<file path="config.mk">
export PLATFORM = sky130hd
export DESIGN_NAME = aes128_key_sched
export DESIGN_NICKNAME = d
export VERILOG_FILES = /design/src/rtl/aes128_key_sched.sv
export SDC_FILE = /design/constraint.sdc
export NUM_CORES = 2
export LEC_CHECK = 0
export ABC_AREA = 1
export BUFFER_PORTS_ARGS = -buffer_cell sky130_fd_sc_hd__buf_2
export CAP_MARGIN = 20
export CORE_ASPECT_RATIO = 1.75
export CORE_MARGIN = 1.5
export CORE_UTILIZATION = 43
export CTS_BUF_LIST = sky130_fd_sc_hd__clkbuf_16
export DETAILED_ROUTE_END_ITERATION = 10
export SYNTH_ARGS = -nofsm -noshare
export SYNTH_HDL_FRONTEND = slang
export SYNTH_SLANG_ARGS = --single-unit
</file>
<file path="constraint.sdc">
create_clock -name clk -period 17 [get_ports clk]
set_input_delay 1.7 -clock clk [delete_from_list [all_inputs] [get_ports clk]]
set_output_delay 1.7 -clock clk [all_outputs]
set_load 0.005 [all_outputs]
</file>
<file path="src/rtl/aes128_key_sched.sv">
// Iterative AES-128 key expansion: emits round keys rk0..rk10 one per handshake,
// computing each next key on the fly from the previous one with four S-boxes.
module aes128_key_sched #(
    parameter bit REPEAT_EN = 1'b0
) (
    input  logic         clk,
    input  logic         rst,
    input  logic [127:0] key_in,
    input  logic         key_valid,
    output logic         key_ready,
    output logic [127:0] rk_out,
    output logic [3:0]   rk_idx,
    output logic         rk_valid,
    input  logic         rk_ready,
    output logic         rk_last,
    output logic         busy
);

    typedef enum logic {
        IDLE,
        RUN
    } state_t;

    state_t        state;
    state_t        state_next;
    logic [127:0]  key_reg;
    logic [127:0]  w;
    logic [3:0]    idx;
    logic [7:0]    rcon;
    logic          handshake;
    logic [31:0]   rot;
    logic [31:0]   t;
    logic [31:0]   w0_next;
    logic [31:0]   w1_next;
    logic [31:0]   w2_next;
    logic [31:0]   w3_next;

    function automatic logic [7:0] xtime(input logic [7:0] r);
        return {r[6:0], 1'b0} ^ (r[7] ? 8'h1b : 8'h00);
    endfunction

    function automatic logic [7:0] gf_mul(input logic [7:0] a, input logic [7:0] b);
        logic [7:0] p;
        logic [7:0] x;
        p = 8'h00;
        x = a;
        for (int i = 0; i < 8; i++) begin
            if (b[i]) p = p ^ x;
            x = xtime(x);
        end
        return p;
    endfunction

    // S-box computed algebraically: inverse is x^254 in GF(2^8), then the affine map.
    function automatic logic [7:0] sbox(input logic [7:0] x);
        logic [7:0] sq;
        logic [7:0] inv;
        sq  = x;
        inv = 8'h01;
        for (int i = 1; i < 8; i++) begin
            sq  = gf_mul(sq, sq);
            inv = gf_mul(inv, sq);
        end
        return inv ^ {inv[6:0], inv[7]} ^ {inv[5:0], inv[7:6]} ^
               {inv[4:0], inv[7:5]} ^ {inv[3:0], inv[7:4]} ^ 8'h63;
    endfunction

    // NOTE: sequential state uses non-blocking assignments so every register
    // samples pre-edge values regardless of process ordering.
    always_ff @(posedge clk) begin
        if (rst) state <= IDLE;
        else     state <= state_next;
    end

    // NOTE: the default assignment first keeps this block free of inferred latches.
    always_comb begin
        state_next = state;
        case (state)
            IDLE:    if (key_valid) state_next = RUN;
            RUN:     if (handshake && idx == 4'd10 && !REPEAT_EN) state_next = IDLE;
            default: state_next = IDLE;
        endcase
    end

    always_comb begin
        key_ready = (state == IDLE);
        rk_valid  = (state == RUN);
        busy      = (state != IDLE);
        rk_out    = w;
        rk_idx    = idx;
        rk_last   = (state == RUN) && (idx == 4'd10);
    end

    assign handshake = rk_valid && rk_ready;

    // One round of the FIPS-197 word recurrence, four words at once.
    assign rot     = {w[23:0], w[31:24]};
    assign t       = {sbox(rot[31:24]), sbox(rot[23:16]), sbox(rot[15:8]), sbox(rot[7:0])}
                     ^ {rcon, 24'h000000};
    assign w0_next = w[127:96] ^ t;
    assign w1_next = w[95:64]  ^ w0_next;
    assign w2_next = w[63:32]  ^ w1_next;
    assign w3_next = w[31:0]   ^ w2_next;

    always_ff @(posedge clk) begin
        if (rst) begin
            key_reg <= '0;
            w       <= '0;
            idx     <= '0;
            rcon    <= 8'h01;
        end else if (state == IDLE) begin
            if (key_valid) begin
                key_reg <= key_in;
                w       <= key_in;
                idx     <= '0;
                rcon    <= 8'h01;
            end
        end else if (handshake) begin
            if (idx != 4'd10) begin
                w    <= {w0_next, w1_next, w2_next, w3_next};
                rcon <= xtime(rcon);
                idx  <= idx + 4'd1;
            end else if (REPEAT_EN) begin
                w    <= key_reg;
                idx  <= '0;
                rcon <= 8'h01;
            end
        end
    end

endmodule
</file>
---- Word level (Yosys, flattened, before mapping) ----
Cells that the tools add are included.
Widths: inputs -> output; s select.
word-level totals
  input bits .............................. 132
  RAM bits ................................ 0
  latch bits .............................. 0
  register bits ........................... 141
  logic and storage cells ................. 1625
  output and inout bits ................... 136
  memories kept ........................... 0
  memory bits (read-only) ................. 0
cells by class
  eq/ne operators ......................... 4
  $mul .................................... 0
  order comparisons ....................... 0
  divide/modulo/power cells ............... 0
  shift operators ......................... 0
  $add $sub $neg .......................... 1
  multiplexer cells ....................... 828
  bitwise logic cells ..................... 783
  reduce and logical (&&, ||, !) cells .... 5
operators with widths
  kind                 number
  $mux 8               424
  $xor 8x8->8          380
  $xor 8x5->8          365
  $mux 5               369
  $mux 128             4
  $xor 32x32->32       5
  $mux 4               8
  $mux 7               4
  $not 1->1 const A    28
  $mux 6               4
  $not 4->4            4
  $mux 3               4
  $mux 2               4
  $mux 1               6
  $add 4x1->4 const B  1
  $eq 4x4->1 const B   1
  $ne 2x1->1 const B   2
  $ne 4x4->1 const B   1
  $logic_and 1x1->1    3
  $reduce_and 3->1     1
  $pmux 1 s2           1
  $reduce_bool 2->1    1
  $not 1->1            1

---- Logic depth before layout (Yosys ltp) ----
  depth after elaboration ................. 140
  gate-level depth with buffers ........... 134
  depth with buffers taken out ............ 128

---- Worst setup path before layout ----
OpenSTA, ideal clock, no wires.
  kind .................................... reg-to-reg
  start point ............................. reg w[23], in the netlist rk_out[23]
  end point ............................... reg w[62], in the netlist rk_out[62]
  buffers on the path ..................... 11
  data required time ...................... 16.872 ns
  clock period less this slack ............ 13.001 ns
  library setup time ...................... 0.128 ns
  setup slack ............................. 3.999 ns
  data arrival time ....................... 12.872 ns
  cell stages (with the launch flop) ...... 113
  cells stage by stage .................... dfxtp_1 ha_1 inv_1 nand2_1 nand3_1 nand2_1 nand2_1 inv_1 nand2_1 nand2_1 nand2_1 nand2_2 buf_1 buf_4 ha_1 inv_1 nand3_1 nand2_1 [... 77 more ...] nand2_1 inv_1 nor2_1 nand2_1 nand2_1 nand2_1 nand2_2 nand2_1 nand2_1 nand2_1 nand3_1 nand3_1 nand2_1 nand2_1 nand2_1 nand2_1 o21ai_1 a21oi_1
on the way
  cells in the longest elaborated chain, start to end .. 136
  elaborated cells on any way between the ends .. 393
  classes of those cells .................. mux (202); bitwise (191)
ends and longest elaborated chain
  element                       RTL line  RTL
  from (decl)                   27        logic [127:0] w;
  from (signal assigned)        114       w <= key_in;
  from (signal assigned)        120       w <= {w0_next, w1_next, w2_next, w3_next};
  from (signal assigned)        124       w <= key_reg;
  $mux 5                        39        return {r[6:0], 1'b0} ^ (r[7] ? 8'h1b : 8'h00);
  $xor 8x5->8                   39
  $xor 8x8->8                   48        if (b[i]) p = p ^ x;
  $mux 8                        48
  $xor 8x8->8                   48
  $mux 8                        48
  $xor 8x8->8                   48
  $mux 8                        48
  [... 120 more ...]            -
  $not 4->4 (no source line) *  -
  $xor 32x32->32 *              99        ^ {rcon, 24'h000000};
  $xor 32x32->32 *              100       assign w0_next = w[127:96] ^ t;
  $xor 32x32->32 *              101       assign w1_next = w[95:64] ^ w0_next;
  $xor 32x32->32 *              102       assign w2_next = w[63:32] ^ w1_next;
  $mux 128 *                    119       if (idx != 4'd10) begin
  $mux 128 *                    118       end else if (handshake) begin
  $mux 128 *                    111       end else if (state == IDLE) begin
Mark *: on every way between the ends. The rest lies on a longest branch, timed or not. The select of a mux whose other input is x is not followed.
A chain may end at the register's enable or synchronous reset.

---- Worst setup path after layout ----
  start point ............................. reg w[23], in the netlist rk_out[23]
  end point ............................... reg w[61], in the netlist rk_out[61]
on the way
  cells in the longest elaborated chain, start to end .. 136
  elaborated cells on any way between the ends .. 393
  classes of those cells .................. mux (202); bitwise (191)
ends and longest elaborated chain
  element                                     RTL line
  $mux 5 or $mux 8 (tied branches)            39, 48
  $xor 8x5->8 or $xor 8x8->8 (tied branches)  39, 48
  $xor 8x8->8 or $mux 8 (tied branches)       48
  $mux 8 or $xor 8x8->8 (tied branches)       48
  $xor 8x8->8 or $mux 8 (tied branches)       48
  $mux 8 or $xor 8x8->8 (tied branches)       48
  $xor 8x8->8 or $mux 8 (tied branches)       48
  $mux 8 or $xor 8x8->8 (tied branches)       48
  [... 120 more ...]                          -
  $not 4->4 (no source line) *                -
  $xor 32x32->32 *                            99
  $xor 32x32->32 *                            100
  $xor 32x32->32 *                            101
  $xor 32x32->32 *                            102
  $mux 128 *                                  119
  $mux 128 *                                  118
  $mux 128 *                                  111
Marks and branches as above.

==> reports/results.tsv <==
stage	metric	value	unit
global_routing	antenna violations before repair	28	
die	I/O pin cnt	268	
drt	overall routed net length	287000	um
timing	maximum operating frequency	64.9	MHz
cts	sink count of the clock tree	141	
global_routing	via count of the first global-routing pass	85300	
placement	Placement Setup Slack	1.33	ns
drt	iteration-0 DRC count of the detailed router	6314	
synthesis	Seq cells post-synth	141	
global_routing	busiest metal layer after global routing	met2	
die	row count	201	
timing	Setup TNS Final	0	ns
global_routing	met2 capacity usage during global routing	58.0	%
placement	Post-Place Cells	17400	
die	chip height	554	um
synthesis	prevailing post-synth register cell	sky130_fd_sc_hd__dfxtp_1	
cts	Clock Path Buffers	2	
job	MaxCap Viol Count	0	
synthesis	sequential fraction of the synthesis area	3.79	%
die	Core Footprint	172000	sq um
cts	Clock Tree Root	sky130_fd_sc_hd__clkbuf_16	
synthesis	post-synthesis area per instance	5.04	sq um
drt	per-cell routed wire length	16.4	um
timing	minimum setup slack in the final design	1.59	ns
global_routing	overflow left after global routing	0	
cts	Clock Latency Late Sink	0.52	ns
timing	fin. max-slew vios	0	
placement	sum of net half-perimeters after detailed placement	239000	um
drt	number of vias in the routed layout	92400	
hold_path	path category of the worst min-delay check	flop to flop	
final_layout	synth-to-layout area growth	8.57	%
setup_path	worst setup path class	flop to flop	
setup_path	Worst setup SP type	flop	
placement	placer congestion estimate	1.01	
synthesis	fraction of registers with async set or reset after synthesis	0	%
final_layout	filler instances	19500	
die	die area	176000	sq um
cts	total clock buffers created by CTS	17	
final_layout	Layout Cell Area excl Fill	80900	sq um
die	Die Wd	318	um
cts	number of setup buffers added after CTS	0	
setup_path	Data required, critical path	17.36	ns
drt	post-route ant nets	0	
drt	Residual DRC	0	
die	initial cell density of the core	43.4	%
cts	level count of the clock H-tree	4	
run_status	outcome	completed	
cts	post-cts resize count	0	
setup_path	cell repeated most along the worst path	sky130_fd_sc_hd__nand2_1	
setup_path	arrival time of data at the critical path endpoint	15.77	ns
synthesis	synth warn	0	
setup_path	critical-path maximum fanout	26	
cts	number of buffers inserted for hold repair after clock tree synthesis	0	
timing	Finish-stage setup viols	0	
setup_path	cell with the biggest individual delay on the critical path	sky130_fd_sc_hd__xnor2_1	
placement	buffers added on ports	267	
synthesis	unique cell type count in the Yosys netlist	64	
timing	Hold Vio Cnt, Final	0	
global_routing	met3 global-route usage	4.59	%
timing	Slew @ Worst Pin	1.11	ns
synthesis	number of synthesized flops with an enable pin	0	
timing	share of the cycle needed by the critical path after routing	90.6	%
drt	ratio of routed vias to standard cells	5.29	
synthesis	nets in the synthesized netlist	14900	
timing	Setup Skew	0.0280	ns
cts	CTS tree	built	
synthesis	Netlist Area Pre-Place	74500	sq um
final_layout	number of nets in the layout	15400	
setup_path	Critical Path Max Stage Delay	0.57	ns
synthesis	number of cells produced by synthesis	14800	
final_layout	share of cells above drive strength 1	12.2	%
global_routing	routing usage on met1	33.2	%
drt	iteration count of the initial detailed-routing pass	7	
final_layout	post-layout instance count excluding filler cells	17500	
global_routing	largest net degree at the start of global routing	82	
cts	register clock-pin slew on the reported worst setup and hold paths	0.08	ns
setup_path	endpoint class of the critical path	flop	
timing	setup repair after global routing missed its margin	no	
timing	time the final worst path needs with I/O delays and setup	15.41	ns
global_routing	wire length of the first global-routing pass	446000	um
timing	max_slew headroom	25.9	%
global_routing	total global routing track utilization	31.4	%
placement	instance area after placement	80200	sq um
[synthesized netlist by cell type (141+ instances only)]
library cell,number,area [sq um]
sky130_fd_sc_hd__a21oi_1,257,1290
sky130_fd_sc_hd__dfxtp_1,141,2820
sky130_fd_sc_hd__inv_1,1459,5480
sky130_fd_sc_hd__inv_2,202,758
sky130_fd_sc_hd__nand2_1,6267,23500
sky130_fd_sc_hd__nand2_2,481,3010
sky130_fd_sc_hd__nand3_1,2132,10700
sky130_fd_sc_hd__nand3b_1,192,1440
sky130_fd_sc_hd__nor2_1,998,3750
sky130_fd_sc_hd__o21ai_0,255,1280
sky130_fd_sc_hd__xnor2_1,383,3350
sky130_fd_sc_hd__xor2_1,869,7610
[metrics by stage]
stage	hold WS (ns)	util, %
2_1_floorplan	0.466	-
3_5_place_dp	0.482	46.7
3_3_place_gp	0.490	46.7
5_1_grt	0.516	47.1
6_report	0.493	47.1
4_1_cts	0.495	47.0
[metal layers]
| layer | share of wire [%] | vias up |
|---|---|---|
| met3 | 6.6 | 976 |
| met4 | 6.7 | 26 |
| met1 | 37 | 41300 |
| li1 | - | 47000 |
| met2 | 49 | 3163 |
| met5 | 0.055 | - |
[registers in the layout, indices dropped and copies added, names as in the netlist]
name,flops
rk_out,128
rcon,8
rk_idx,4
busy,1
[worst paths after layout]
path / from / to / slack [ns] / cells after the start
min reg2reg: rcon[4] / rcon[4] / 0.49 / 2
max reg2reg: rk_out[23] / rk_out[61] / 1.59 / 106
max: rk_out[23] / rk_out[61] / 1.59 / 106
min: rcon[4] / rcon[4] / 0.49 / 2
[cells in the final DEF (no fill, tap or decap), drive strengths merged, types with 2 or more instances in the layout]
| cell | n |
|---|---|
| nand2 | 6818 |
| o22ai | 13 |
| inv | 1683 |
| xnor2 | 407 |
| clkinvlp | 3 |
| o211ai | 23 |
| a221oi | 30 |
| o21bai | 46 |
| o21ai | 335 |
| and2 | 8 |
| bufinv | 2 |
| diode | 9 |
| ha | 21 |
| clkbuf | 18 |
| nand3 | 2195 |
| nand2b | 2 |
| dfxtp | 141 |
| nand3b | 197 |
| nand4 | 132 |
| or2 | 86 |
| xnor3 | 2 |
| buf | 808 |
| clkinv | 29 |
| nor3 | 5 |
| nor2 | 1028 |
| xor2 | 939 |
| a21oi | 261 |
| a21o | 3 |
[area by class of cell]
cell class              instances  area [sq um]  share of cell area, %
repair buffers                808          5620                   6.95
well taps                    2233          2790                   3.45
multi-input cells           12600         62500                   77.3
diodes                          9          22.5                 0.0279
inverters                    1703          6460                   7.98
clock buffers                  18           450                  0.557
clock inverters                14           169                  0.209
flip-flops and latches        141          2830                   3.50
[critical path: cells and delay by family (launching register included)]
| kind | cells | cell delay [ns] |
|---|---|---|
| DFF | 1 | 0.52 |
| AOI/OAI and AO/OA | 3 | 0.40 |
| xor gates and xnor gates | 6 | 1.54 |
| buffers and inverters | 17 | 2.77 |
| adders and majority gates | 4 | 1.61 |
| and+or+nand+nor | 76 | 8.40 |
[kinds of logic after synthesis]
logic type	Yosys count	share of synthesized area, %
buf+inv	2090	12.3
compound gates	713	5.28
xor+xnor	1348	17.0
simple gates	10500	61.3
fa+ha+maj	21	0.353
flops	141	3.79
Power is not shown: default switching activity piles up to over one toggle a cycle in this logic, so the estimate is an artifact.
